File: config.mk
export PLATFORM = sky130hd
export DESIGN_NAME = seven_segment_controller
export DESIGN_NICKNAME = d
export VERILOG_FILES = /design/src/rtl/seven_segment_controller.sv
export SDC_FILE = /design/constraint.sdc
export NUM_CORES = 1
export LEC_CHECK = 0
export CAP_MARGIN = 20
export CORE_ASPECT_RATIO = 1.2
export CORE_MARGIN = 3
export CORE_UTILIZATION = 40
export DETAILED_ROUTE_END_ITERATION = 7
export MAX_ROUTING_LAYER = met4
export PLACE_DENSITY = 0.62
export RECOVER_POWER = 100
export SLEW_MARGIN = 20
export SYNTH_ARGS = -nofsm -noshare
export SYNTH_HDL_FRONTEND = slang
export SYNTH_SLANG_ARGS = --single-unit
File: constraint.sdc
create_clock -name clk_in -period 3.2 [get_ports clk_in]
set_input_delay 0.32 -clock clk_in [delete_from_list [all_inputs] [get_ports clk_in]]
set_output_delay 0.32 -clock clk_in [all_outputs]
set_load 0.02 [all_outputs]
File: src/rtl/seven_segment_controller.sv
// Time-multiplexed driver for a bank of common-anode seven-segment digits.
// Scans one nibble of val_in per digit period. Anodes and cathodes are active-low.
// The value is captured once per frame so that a mid-frame change cannot tear the display.
// Optional build macro SEVEN_SEG_LEADING_ZERO_BLANK_EN blanks leading zero digits.
// Digit 0 is never blanked.
module seven_segment_controller #(
  parameter int unsigned NUM_DIGITS   = 8,
  parameter int unsigned COUNT_PERIOD = 100000
) (
  input  logic                    clk_in,
  input  logic                    rst_in,
  input  logic [4*NUM_DIGITS-1:0] val_in,
  input  logic                    en_in,
  output logic [NUM_DIGITS-1:0]   an_out,
  output logic [6:0]              cat_out
);

  localparam int unsigned CW = $clog2(COUNT_PERIOD);
  localparam int unsigned DW = (NUM_DIGITS > 1) ? $clog2(NUM_DIGITS) : 1;
  localparam logic [CW-1:0] CountLast = CW'(COUNT_PERIOD - 1);
  localparam logic [DW-1:0] DigitLast = DW'(NUM_DIGITS - 1);

  logic [CW-1:0]           count_r, count_d;
  logic [DW-1:0]           digit_r, digit_d;
  logic [4*NUM_DIGITS-1:0] snap_r;
  logic [4*NUM_DIGITS-1:0] eff;
  logic                    frame_start;
  logic [NUM_DIGITS-1:0]   sel;
  logic [3:0]              nib;
  logic                    lit;
  logic [NUM_DIGITS-1:0]   an_d;
  logic [6:0]              cat_d;

  // Active-high segment pattern, bit 0 = seg a ... bit 6 = seg g.
  function automatic logic [6:0] seg_decode(input logic [3:0] n);
    logic [6:0] s;
    unique case (n)
      4'h0: s = 7'h3F;
      4'h1: s = 7'h06;
      4'h2: s = 7'h5B;
      4'h3: s = 7'h4F;
      4'h4: s = 7'h66;
      4'h5: s = 7'h6D;
      4'h6: s = 7'h7D;
      4'h7: s = 7'h07;
      4'h8: s = 7'h7F;
      4'h9: s = 7'h6F;
      4'hA: s = 7'h77;
      4'hB: s = 7'h7C;
      4'hC: s = 7'h39;
      4'hD: s = 7'h5E;
      4'hE: s = 7'h79;
      4'hF: s = 7'h71;
    endcase
    return s;
  endfunction

  // At frame start, take val_in directly; otherwise use the held snapshot.
  always_comb begin
    frame_start = (count_r == '0) && (digit_r == '0);
    eff         = frame_start ? val_in : snap_r;
  end

  // Per-digit period counter and digit index, both wrapping.
  always_comb begin
    count_d = count_r + CW'(1);
    digit_d = digit_r;
    if (count_r == CountLast) begin
      count_d = '0;
      digit_d = (digit_r == DigitLast) ? '0 : digit_r + DW'(1);
    end
  end

  // Select the current digit: one-hot anode position and its nibble of eff.
  always_comb begin
    sel = '0;
    nib = 4'h0;
    for (int i = 0; i < NUM_DIGITS; i++) begin
      if (digit_r == DW'(i)) begin
        sel[i] = 1'b1;
        nib    = eff[4*i +: 4];
      end
    end
  end

`ifdef SEVEN_SEG_LEADING_ZERO_BLANK_EN
  logic [NUM_DIGITS-1:0] upper_zero;
  logic                  zacc;

  // upper_zero[i] is set when nibbles i..top of eff are all zero. Digit 0 is never blanked.
  always_comb begin
    zacc       = 1'b1;
    upper_zero = '0;
    for (int i = 0; i < NUM_DIGITS; i++) begin
      zacc                           = zacc & (eff[4*(NUM_DIGITS-1-i) +: 4] == 4'h0);
      upper_zero[NUM_DIGITS-1-i] = zacc;
    end
    upper_zero[0] = 1'b0;
    lit           = en_in && ((sel & upper_zero) == '0);
  end
`else
  // All digits are shown, including leading zeros.
  always_comb begin
    lit = en_in;
  end
`endif

  // Next output values. The cathodes decode even while the anodes are blanked.
  always_comb begin
    an_d  = lit ? ~sel : '1;
    cat_d = ~seg_decode(nib);
  end

  // State and registered outputs. A synchronous reset aborts the current scan.
  always_ff @(posedge clk_in) begin
    if (rst_in) begin
      count_r <= '0;
      digit_r <= '0;
      snap_r  <= '0;
      an_out  <= '1;
      cat_out <= 7'h7F;
    end else begin
      count_r <= count_d;
      digit_r <= digit_d;
      snap_r  <= eff;
      an_out  <= an_d;
      cat_out <= cat_d;
    end
  end

endmodule

==> summary.md, run 1 <==
| Metric | Value |
|---|---|
| Slew headroom | `64.8%` |
| First-pass GRT wire length | `12900 microns` |
| Reg2reg end | `cat_out[2]$_SDFF_PP1_` |
| Clock power frac | `33.2%` |
| Total core area | `0.00775 sq mm` |
| Period minus WS final | `3.00 ns` |
| Root Buffer | `clkbuf_8` |
| Full die area | `0.00915 sq mm` |
| Via Count | `2868` |
| DP HPWL | `5950 microns` |
| Layout cells sized above 1 | `10.6%` |
| Reg2reg path depth | `11` |
| FFs w/ async S/R, synth | `0%` |
| DRT antenna net count | `0` |
| Final Hold Viols | `0` |
| Worst-margin pin slew | `0.528 ns` |
| Nature of the critical path startpoint | `flip-flop` |
| Sequential share of the synthesized area | `41.8%` |
| Global Route Usage Sum | `18.4%` |
| CP max-delay cell | `dfxtp_1` |
| Critical-path cell list | `inv_1 > ha_1 > and4bb_1 > and3_4 > nand2_2 > clkbuf_1 > mux2_1 > o211ai_2 > and2_0 > nor2_1 > a221o_1` |
| Max stage delay on crit path | `0.40 ns` |
| Net Sw Power | `0.552 mW` |
| P_leak | `1.58 nW` |
| Worst r2r src | `digit_r[0]$_SDFFE_PP0P_` |
| Power share of the sequential group | `46.9%` |
| Mapped cell area | `0.00321 sq mm` |
| DP Worst Slack | `0.174 ns` |
| Row count | `35` |
| Gate Count Post-Synth | `375` |
| Peak Freq | `0.334 GHz` |
| Inserted Clock Buffers | `9` |
| Combinational Power Share | `19.8%` |
| RSZ-0062 raised after global routing | `no` |
| DRC | `0` |
| Post-synth top flop | `dfxtp_1` |
| Max Cap Viol | `0` |
| Antenna diodes | `0` |
| Clk sinks | `67` |
| Yosys warning count | `0` |
| Synth Net Count | `424` |
| Largest net degree at the start of global routing | `48` |
| Setup ws final | `0.204 ns` |
| CTS tree | `built` |
| Critical Path Sink | `cat_out[2]$_SDFF_PP1_` |
| Worst-path clk slew | `0.07 ns` |
| Vias in the first global route | `2774` |
| Outcome | `completed` |
| Max VDD drop | `248 uV` |
| Number of fill cells | `718` |
| Hold Crit Class | `reg -> reg` |
| Routed length per instance | `14.8 microns` |
| Internal power | `1.39 mW` |
| RD Place Congestion | `0.870` |
| Pre-antenna DRT Iters | `4` |
| Final setup vio count | `0` |
| Fin area | `0.00405 sq mm` |
| Critical Path Fanout Max | `8` |
| Remaining Overflow, GRT | `0` |
| Util after Layout | `52.3%` |
| Final wirelength | `7910 microns` |
| Starting density of the core | `41.4%` |
| Post-CTS Hold Buffers | `0` |
| Htree depth | `3` |
| Crit path capture type | `flip-flop` |
| Critical Path Start | `digit_r[0]$_SDFFE_PP0P_` |
| Die height | `104 microns` |
| Final slew viol count | `0` |
| Clk Latency, worst-skew pair | `0.35 ns` |
| Average size of a mapped cell | `8.56 sq um` |
| Number of synthesized flops with an enable pin | `0` |
| I/O pin count | `50` |
| Crit Path Class | `reg -> reg` |
| Die Wd | `87.8 microns` |
| Layout area overhead | `26.1%` |
| Sw Ratio | `28.4%` |
| Clk buf depth | `2` |
| Antenna violations before repair | `0` |
| Post-synth cell types | `62` |
| Crit path required time | `3.45 ns` |
| Sum Neg Setup Slack | `0 ns` |
| Arrival @ worst endpoint | `3.24 ns` |
| DR iter-0 viols | `164` |
| Clock Skew | `0.00651 ns` |
| R2r setup slk | `0.20 ns` |
| Fin crit share | `93.6%` |
| Vias/cell | `5.36` |
| IO Port Bufs | `49` |
| Nets | `487` |
| DP Area | `0.00389 sq mm` |
| PD cells | `480 mW/mm^2` |
| Synth Register Bits | `67` |
[cell usage after synthesis, types with 2 or more instances]
cell type | n | area [sq um]
buf_2 | 5 | 25.0
xnor2_1 | 4 | 35.0
dfxtp_1 | 67 | 1340
o211ai_1 | 2 | 15.0
o31ai_1 | 2 | 15.0
nor2_1 | 46 | 173
nor4_2 | 2 | 25.0
xor2_1 | 11 | 96.3
a21oi_1 | 28 | 140
a211oi_1 | 2 | 15.0
nor2b_1 | 6 | 37.5
buf_4 | 2 | 15.0
ha_1 | 14 | 175
mux2i_1 | 11 | 110
nand4_1 | 2 | 12.5
nand2_1 | 44 | 165
nor3_1 | 4 | 20.0
o21ai_0 | 11 | 55.1
inv_1 | 13 | 48.8
nor4_1 | 4 | 25.0
nand3_1 | 26 | 130
o22ai_1 | 2 | 12.5
a221o_1 | 3 | 30.0
a31oi_1 | 7 | 43.8
mux2_4 | 2 | 30.0
or3_1 | 2 | 12.5
o21a_1 | 2 | 15.0
mux2_1 | 2 | 22.5
clkbuf_1 | 10 | 37.5
o21ai_1 | 4 | 20.0
o211ai_2 | 2 | 25.0
and3_1 | 2 | 12.5
and2_1 | 2 | 12.5
[how the worst min path moves through the flow]
stage,cells after the start,start,end,slack (ns)
finish,2,snap_r[2]$_SDFF_PP0_,snap_r[2]$_SDFF_PP0_,0.46
global route,2,snap_r[6]$_SDFF_PP0_,snap_r[6]$_SDFF_PP0_,0.47
CTS,2,snap_r[6]$_SDFF_PP0_,snap_r[6]$_SDFF_PP0_,0.46
detailed placement,2,snap_r[6]$_SDFF_PP0_,snap_r[6]$_SDFF_PP0_,0.45
global placement,2,snap_r[15]$_SDFF_PP0_,snap_r[15]$_SDFF_PP0_,0.44
floorplan,2,snap_r[25]$_SDFF_PP0_,snap_r[25]$_SDFF_PP0_,0.43
[area by class of cell]
type | count | area, sq um | area share (%)
Sequential cell | 67 | 1340 | 33.1
Inverter | 13 | 48.8 | 1.20
Tap cell | 92 | 115 | 2.84
Clock buffer | 12 | 155 | 3.83
Multi-Input combinational cell | 275 | 1720 | 42.6
Clock inverter | 4 | 25.0 | 0.618
Timing Repair Buffer | 72 | 642 | 15.8
[stage by stage]
stage,cells,hold WS (ns),power [mW]
after floorplan,375,0.427,1.18
after global placement,519,0.442,1.32
after detailed placement,519,0.453,1.33
after CTS,535,0.463,1.97
after global routing,535,0.474,2.03
final,535,0.460,1.95
[cells in the final DEF, fill, tap and decap left out, types with 2 or more instances in the layout]
cell type and n:
dlygate4sd3_1 16, dfxtp_1 67, o31ai_1 2, o21ai_0 11
clkbuf_1 6, nor2b_1 6, clkbuf_8 11, mux2_1 3
clkinv_2 2, nand2_1 44, xnor2_1 4, a21oi_1 28
a31oi_1 7, buf_4 17, ha_1 14, nor2_1 47
nor4_1 4, a221o_1 3, o21ai_1 5, mux2_4 2
xor2_1 11, nor4_2 2, nand3_1 26, and3_1 2
o211ai_2 2, nand4_1 2, mux2i_1 11, clkinvlp_4 2
a211oi_1 2, inv_1 13, o211ai_1 2, clkdlybuf4s50_1 33
o22ai_1 2, nor3_1 4, or3_1 2
[registers in the layout (all words and copies together) (netlist names)]
| name | cells |
|---|---|
| an_out | 8 |
| cat_out | 7 |
| count_r | 17 |
| digit_r | 3 |
| snap_r | 32 |
[worst max-delay path: cells and delay by family (launching register included)]
kind	cells	cell delay [ns]
and+or+nand+nor	5	1.09
AOI/OAI and AO/OA	2	0.51
DFF	1	0.40
muxes	1	0.38
buffers and inverters	2	0.31
adders and majority gates	1	0.21
[kinds of logic after synthesis]
| logic type | count (synthesis) | share of synthesized area, % |
|---|---|---|
| and+or+nand+nor | 151 | 22.3 |
| AOI/OAI and AO/OA | 79 | 16.3 |
| DFF | 67 | 41.8 |
| buffers and inverters | 33 | 4.67 |
| muxes | 16 | 5.41 |
| xor gates and xnor gates | 15 | 4.09 |
| adders and majority gates | 14 | 5.45 |
[power by group through the flow]
stage	clock [mW]	sequential (mW)	combinational, mW
6_report	0.647	0.913	0.386
3_5_place_dp	0	0.934	0.397
2_1_floorplan	0	0.951	0.233
3_3_place_gp	0	0.932	0.392
5_1_grt	0.690	0.918	0.425
4_1_cts	0.659	0.915	0.399
[routing by layer]
metal  global-route usage (%)  vias to the layer above  part of all wire [%]
met5                        -                        -                     0
met4                     8.88                        0                   2.8
met3                     3.57                       19                   4.2
met2                     29.6                       67                    50
met1                     21.7                     1350                    43
li1                         -                     1432                     -
[repair_timing]
| action | in CTS | in global routing |
|---|---|---|
| buffers inserted | 0 | 0 |
| endpoints found under the setup margin | 0 | 2 |
| gates resized for setup | 0 | 2 |
Note: power is estimated with default switching activity, not from simulation.
==> inputs of run 2 (changes only) <==
--- a/config.mk
+++ b/config.mk
@@ -11,8 +11,9 @@
 export CORE_UTILIZATION = 40
 export DETAILED_ROUTE_END_ITERATION = 7
 export MAX_ROUTING_LAYER = met4
-export PLACE_DENSITY = 0.62
+export PLACE_DENSITY = 0.65
 export RECOVER_POWER = 100
+export SETUP_SLACK_MARGIN = 0.5
 export SLEW_MARGIN = 20
 export SYNTH_ARGS = -nofsm -noshare
 export SYNTH_HDL_FRONTEND = slang
==> constraint.sdc (replaced) <==
create_clock -name clk_in -period 2.7 [get_ports clk_in]
set_input_delay 0.27 -clock clk_in [delete_from_list [all_inputs] [get_ports clk_in]]
set_output_delay 0.27 -clock clk_in [all_outputs]
set_load 0.01 [all_outputs]
==> summary.md, run 2 (synthesis gave the netlist of run 1 again) <==
| Metric | Value |
|---|---|
| Die Wd | `87.8 microns` |
| Most frequent cells in the layout | `63 x dfxtp_1, 50 x buf_4, 44 x nor2_1` |
| IO Port Bufs | `49` |
| Outcome | `completed` |
| Reg2reg end | `cat_out[1]$_SDFF_PP1_` |
| Crit path capture type | `flip-flop` |
| First-pass GRT wire length | `14300 microns` |
| RD Place Congestion | `0.880` |
| DRT antenna net count | `0` |
| Clk sinks | `67` |
| DRC | `0` |
| Peak Freq | `0.372 GHz` |
| DP HPWL | `6330 microns` |
| Biggest register | `snap_r` |
| Final Hold Viols | `0` |
| Pre-antenna DRT Iters | `5` |
| Final slew viol count | `0` |
| Final setup vio count | `0` |
| Slew headroom | `59.2%` |
| Worst-margin pin slew | `0.611 ns` |
| R2r setup slk | `0.01 ns` |
| Hold Startpoint | `snap_r[27]$_SDFF_PP0_` |
| Antenna violations before repair | `0` |
| Clock Skew | `0.00803 ns` |
| Inserted Clock Buffers | `9` |
| Die height | `104 microns` |
| RSZ-0062 raised after global routing | `yes` |
| Setup ws final | `0.0119 ns` |
| Vias/cell | `5.32` |
| Remaining Overflow, GRT | `0` |
| Reg2reg path depth | `14` |
| Top Registers | `snap_r x32, count_r x17, an_out x8` |
| Hold path depth | `2` |
| Total core area | `0.00775 sq mm` |
| DR iter-0 viols | `130` |
| Max Cap Viol | `0` |
| I/O pin count | `50` |
| Crit Path Class | `reg -> reg` |
| Row count | `35` |
| Nets | `524` |
| Layout area overhead | `42.6%` |
| Critical Path Fanout Max | `4` |
| Nature of the critical path startpoint | `flip-flop` |
| Starting density of the core | `41.4%` |
| Layout cells sized above 1 | `25.6%` |
| Global Route Usage Sum | `20.1%` |
| Final wirelength | `8680 microns` |
| DP Worst Slack | `-0.0528 ns` |
| Clk Latency, worst-skew pair | `0.34 ns` |
| Post-CTS Hold Buffers | `0` |
| Vias in the first global route | `3117` |
| P_leak | `1.81 nW` |
| Arrival @ worst endpoint | `2.96 ns` |
| Worst-path clk slew | `0.07 ns` |
| Period minus WS final | `2.69 ns` |
| Clk buf depth | `2` |
| Fin crit share | `99.6%` |
| Antenna diodes | `0` |
| Via Count | `3043` |
| Crit path required time | `2.97 ns` |
| CTS tree | `built` |
| WHS Endpoint | `snap_r[27]$_SDFF_PP0_` |
| PD cells | `528 mW/mm^2` |
| Hold Crit Class | `reg -> reg` |
| Htree depth | `3` |
| Routed length per instance | `15.2 microns` |
| Max VDD drop | `365 uV` |
| Full die area | `0.00915 sq mm` |
| Util after Layout | `59.1%` |
| Max FFs per register | `32` |
| Worst r2r src | `digit_r[1]$_SDFFE_PP0P_` |
| Most common cell after layout, fill and taps aside | `dfxtp_1` |
| Root Buffer | `clkbuf_8` |
| Largest net degree at the start of global routing | `30` |
-- run 2: cell count changes in the layout (fill, tap and decap cells not counted), moves of 3 or more --
cell	previous run	this run
buf_4	17	50
inv_1	13	5
inv_2	0	8
ha_1	14	7
buf_6	0	5
ha_4	0	5
dfxtp_1	67	63
dfxtp_2	0	4
o21ai_0	11	7
nor2_1	47	44
o21ai_1	5	8
-- run 2: through the flow --
stage | setup TNS [ns] | std cells | area (sq um) | hold WS [ns] | power [mW]
floorplan | 0 | 375 | 3300 | 0.406 | 1.41
global placement | 0 | 540 | 4140 | 0.444 | 1.59
detailed placement | -0.101 | 540 | 4140 | 0.451 | 1.61
CTS | 0 | 568 | 4500 | 0.461 | 2.41
global route | -0.363 | 572 | 4580 | 0.480 | 2.54
finish | 0 | 572 | 4580 | 0.462 | 2.42
-- run 2: critical path: stages, from the launching register on --
cell      delay, ns
dfxtp_2        0.33
inv_2          0.07
ha_4           0.13
and4bb_1       0.21
and3_4         0.26
buf_4          0.13
nand3_1        0.10
a41o_1         0.21
o22a_1         0.15
o21a_2         0.25
buf_6          0.13
ha_4           0.25
inv_2          0.03
mux2_4         0.26
o21ai_2        0.11
-- run 2: metal layers --
layer / vias to the layer above / GRT usage (%) / share of wire (%)
li1: 1498 / - / -
met1: 1448 / 23.2 / 43
met2: 78 / 33.6 / 52
met3: 19 / 4.52 / 3.7
met4: 0 / 7.46 / 2.1
met5: - / - / 0
-- run 2: worst max-delay path by stage --
stage	startpoint	end	slack (ns)	cells past startpoint
after floorplan	digit_r[1]$_SDFFE_PP0P_	cat_out[1]$_SDFF_PP1_	0.10	14
after global placement	digit_r[1]$_SDFFE_PP0P_	cat_out[0]$_SDFF_PP1_	0.04	12
after detailed placement	digit_r[1]$_SDFFE_PP0P_	cat_out[0]$_SDFF_PP1_	-0.05	12
after CTS	digit_r[1]$_SDFFE_PP0P_	cat_out[1]$_SDFF_PP1_	0.03	14
after global routing	count_r[1]$_SDFF_PP0_	cat_out[1]$_SDFF_PP1_	-0.12	14
final	digit_r[1]$_SDFFE_PP0P_	cat_out[1]$_SDFF_PP1_	0.01	14
-- run 2: final cells by class --
class	instances	area (sq um)
Clock buffer	14	163
Clock inverter	2	10.0
Fill cell	655	3170
Inverter	13	48.8
Multi-Input combinational cell	275	1940
Sequential cell	67	1350
Tap cell	92	115
Timing Repair Buffer	109	957
-- run 2: what timing repair did --
action / CTS / global route
endpoints found under the setup margin: 7 / 23
setup buffers: 12 / 4
pin swaps: 15 / 10
gates resized for setup: 24 / 18
-- run 2: where the power goes --
group / switching [mW] / internal [mW] / total, mW
Combinational: 0.283 / 0.306 / 0.589
Sequential: 0.0251 / 1.06 / 1.08
Clock: 0.361 / 0.382 / 0.743
Total: 0.669 / 1.75 / 2.42
==> inputs of run 3 (changes only) <==
--- a/config.mk
+++ b/config.mk
@@ -5,13 +5,14 @@
 export SDC_FILE = /design/constraint.sdc
 export NUM_CORES = 1
 export LEC_CHECK = 0
+export ABC_AREA = 1
 export CAP_MARGIN = 20
 export CORE_ASPECT_RATIO = 1.2
 export CORE_MARGIN = 3
 export CORE_UTILIZATION = 40
 export DETAILED_ROUTE_END_ITERATION = 7
 export MAX_ROUTING_LAYER = met4
-export PLACE_DENSITY = 0.65
+export PLACE_DENSITY = 0.64
 export RECOVER_POWER = 100
 export SETUP_SLACK_MARGIN = 0.5
 export SLEW_MARGIN = 20
==> summary.md, run 3 <==
| Metric | Value |
|---|---|
| Outcome | `completed` |
| Finished Layout Cells | `695` |
| Ranking of synthesized cells by area | `dfxtp_1 39%, nand2_1 15%, inv_1 7.1%, nor2_1 5.9%, ha_1 5.1%` |
| Most common cell after layout, fill and taps aside | `nand2_1` |
| R2r setup slk | `0.22 ns` |
| Cell with the most instances after synthesis | `nand2_1` |
| Via Count | `3259` |
| Hold Crit Class | `reg -> reg` |
| Worst-path clk slew | `0.07 ns` |
| Average size of a mapped cell | `7.12 sq um` |
| Peak Freq | `0.404 GHz` |
| RD Place Congestion | `0.872` |
| Biggest register | `snap_r` |
| Max Cap Viol | `0` |
| Full die area | `0.00970 sq mm` |
| Sequential share of the synthesized area | `39.2%` |
| Nets | `625` |
| RSZ-0062 raised after global routing | `yes` |
| Pre-antenna DRT Iters | `4` |
| Post-CTS Hold Buffers | `0` |
| Die Wd | `90.4 microns` |
| Max FFs per register | `32` |
| Hold WS | `0.471 ns` |
| Period minus WS final | `2.48 ns` |
| Final slew viol count | `0` |
| DR iter-0 viols | `124` |
| Clk sinks | `67` |
| Clk buf depth | `2` |
| Clk Latency, worst-skew pair | `0.35 ns` |
| Fin crit share | `91.7%` |
| Most frequent cells in the layout | `128 x nand2_1, 64 x dfxtp_1, 57 x inv_1` |
| IO Port Bufs | `49` |
| Htree depth | `3` |
| Hold path depth | `2` |
| Number of fill cells | `781` |
| Post-synth cell types | `33` |
| Synth top area share | `39.2%` |
| Reg2reg end | `cat_out[0]$_SDFF_PP1_` |
| Worst-margin pin slew | `0.457 ns` |
| Final Hold Viols | `0` |
| # placed instances | `646` |
| PD cells | `521 mW/mm^2` |
| Sum Neg Setup Slack | `0 ns` |
| DP Worst Slack | `0.0668 ns` |
| Die height | `107 microns` |
| Nature of the critical path startpoint | `flip-flop` |
| Area occupied by multi-input gates | `0.00195 sq mm` |
| P_leak | `2.16 nW` |
| Setup ws final | `0.224 ns` |
| Synth Register Bits | `67` |
| Root Buffer | `clkbuf_8` |
| Clock Skew | `0.0107 ns` |
| Hold Startpoint | `snap_r[7]$_SDFF_PP0_` |
| DRC | `0` |
| Yosys warning count | `0` |
| First-pass GRT wire length | `14000 microns` |
| DP Area | `0.00417 sq mm` |
| Arrival @ worst endpoint | `2.71 ns` |
| FFs w/ async S/R, synth | `0%` |
| Reg2reg path depth | `21` |
| Final wirelength | `8290 microns` |
| Leading area contributor after synthesis | `dfxtp_1` |
| Total core area | `0.00820 sq mm` |
| Starting density of the core | `41.7%` |
| Util after Layout | `57.3%` |
| Crit path required time | `2.93 ns` |
| Top cells by count, synth | `137 x nand2_1, 67 x dfxtp_1, 65 x inv_1` |
| Max VDD drop | `286 uV` |
| Layout cells sized above 1 | `21.0%` |
| DP HPWL | `5710 microns` |
| Crit Path Class | `reg -> reg` |
| Number of synthesized flops with an enable pin | `0` |
| Vias/cell | `4.69` |
| Fin area | `0.00470 sq mm` |
| Largest net degree at the start of global routing | `38` |
| Row count | `36` |
| Final setup vio count | `0` |
| Total power | `2.45 mW` |
| I/O pin count | `50` |
| Flip-flop and latch area | `0.00135 sq mm` |
| Synth Net Count | `529` |
| WHS Endpoint | `snap_r[7]$_SDFF_PP0_` |
| Routed length per instance | `11.9 microns` |
| Antenna diodes | `0` |
| Slew headroom | `69.4%` |
| Remaining Overflow, GRT | `0` |
| Gate Count Post-Synth | `480` |
| Global Route Usage Sum | `18.4%` |
| Inserted Clock Buffers | `9` |
| Top Registers | `snap_r x32, count_r x17, an_out x8` |
| Mapped cell area | `0.00342 sq mm` |
| Layout area overhead | `37.5%` |
| Vias in the first global route | `3134` |
| Crit path capture type | `flip-flop` |
| Worst r2r src | `count_r[1]$_SDFF_PP0_` |
| Post-synth top flop | `dfxtp_1` |
| CTS tree | `built` |
| Critical Path Fanout Max | `7` |
| DRT antenna net count | `0` |
| Antenna violations before repair | `0` |
run 3: where the power goes:
part	switching, mW	internal, mW
clock network	0.383	0.377
logic	0.329	0.277
registers	0.0201	1.06
run 3: area by class of cell:
cell class                 count  area share [%]
clock buffer                  11            3.22
clock inverter                 5           0.586
inverter                      70            5.70
multi-input combinational    335            41.5
sequential                    67            28.6
tap                          114            3.03
timing repair buffer          93            17.3
run 3: kinds of logic (layout without fill, tap and decap cells):
kind of cell,count (synthesis),after routing,synth area share (%)
simple gates,267,269,36.0
buf+inv,80,179,9.63
flops,67,67,39.2
compound gates,39,39,6.30
fa+ha+maj,14,14,5.12
mux,11,11,3.22
xor+xnor,2,2,0.513
run 3: metal layers:
metal,vias up,global-route usage [%],wire length [microns]
li1,1701,-,-
met1,1460,21.9,3630
met2,87,30.5,4070
met3,11,3.50,450
met4,0,7.88,140
met5,-,-,0
run 3: worst max path at each step:
stage | depth (start not counted) | from | endpoint | slack (ns)
floorplan | 23 | digit_r[0]$_SDFFE_PP0P_ | cat_out[0]$_SDFF_PP1_ | 0.45
global placement | 17 | digit_r[0]$_SDFFE_PP0P_ | cat_out[0]$_SDFF_PP1_ | 0.09
detailed placement | 17 | digit_r[0]$_SDFFE_PP0P_ | cat_out[0]$_SDFF_PP1_ | 0.07
CTS | 21 | count_r[1]$_SDFF_PP0_ | cat_out[3]$_SDFF_PP1_ | 0.25
global route | 21 | count_r[1]$_SDFF_PP0_ | cat_out[3]$_SDFF_PP1_ | 0.04
finish | 21 | count_r[1]$_SDFF_PP0_ | cat_out[0]$_SDFF_PP1_ | 0.22
run 3: critical path, cell delays in order (launching register included):
cell     delay, ns
dfxtp_1       0.33
inv_2         0.09
ha_4          0.16
nand3_4       0.09
nor2_8        0.17
buf_6         0.16
nand4_1       0.12
nand3_1       0.11
nand3_1       0.08
nand2_1       0.08
nand2_1       0.06
nand2_1       0.05
nand2_1       0.06
nand2_1       0.08
nand2_2       0.07
nand2_4       0.12
inv_4         0.06
ha_4          0.17
inv_4         0.07
nand3_4       0.07
nand3_2       0.09
nand3_2       0.06
run 3: what timing repair did:
action,CTS,global route
pin swaps,20,17
setup endpoints to repair,8,12
cloned,2,0
gates resized for setup,19,13
setup buffers,27,4
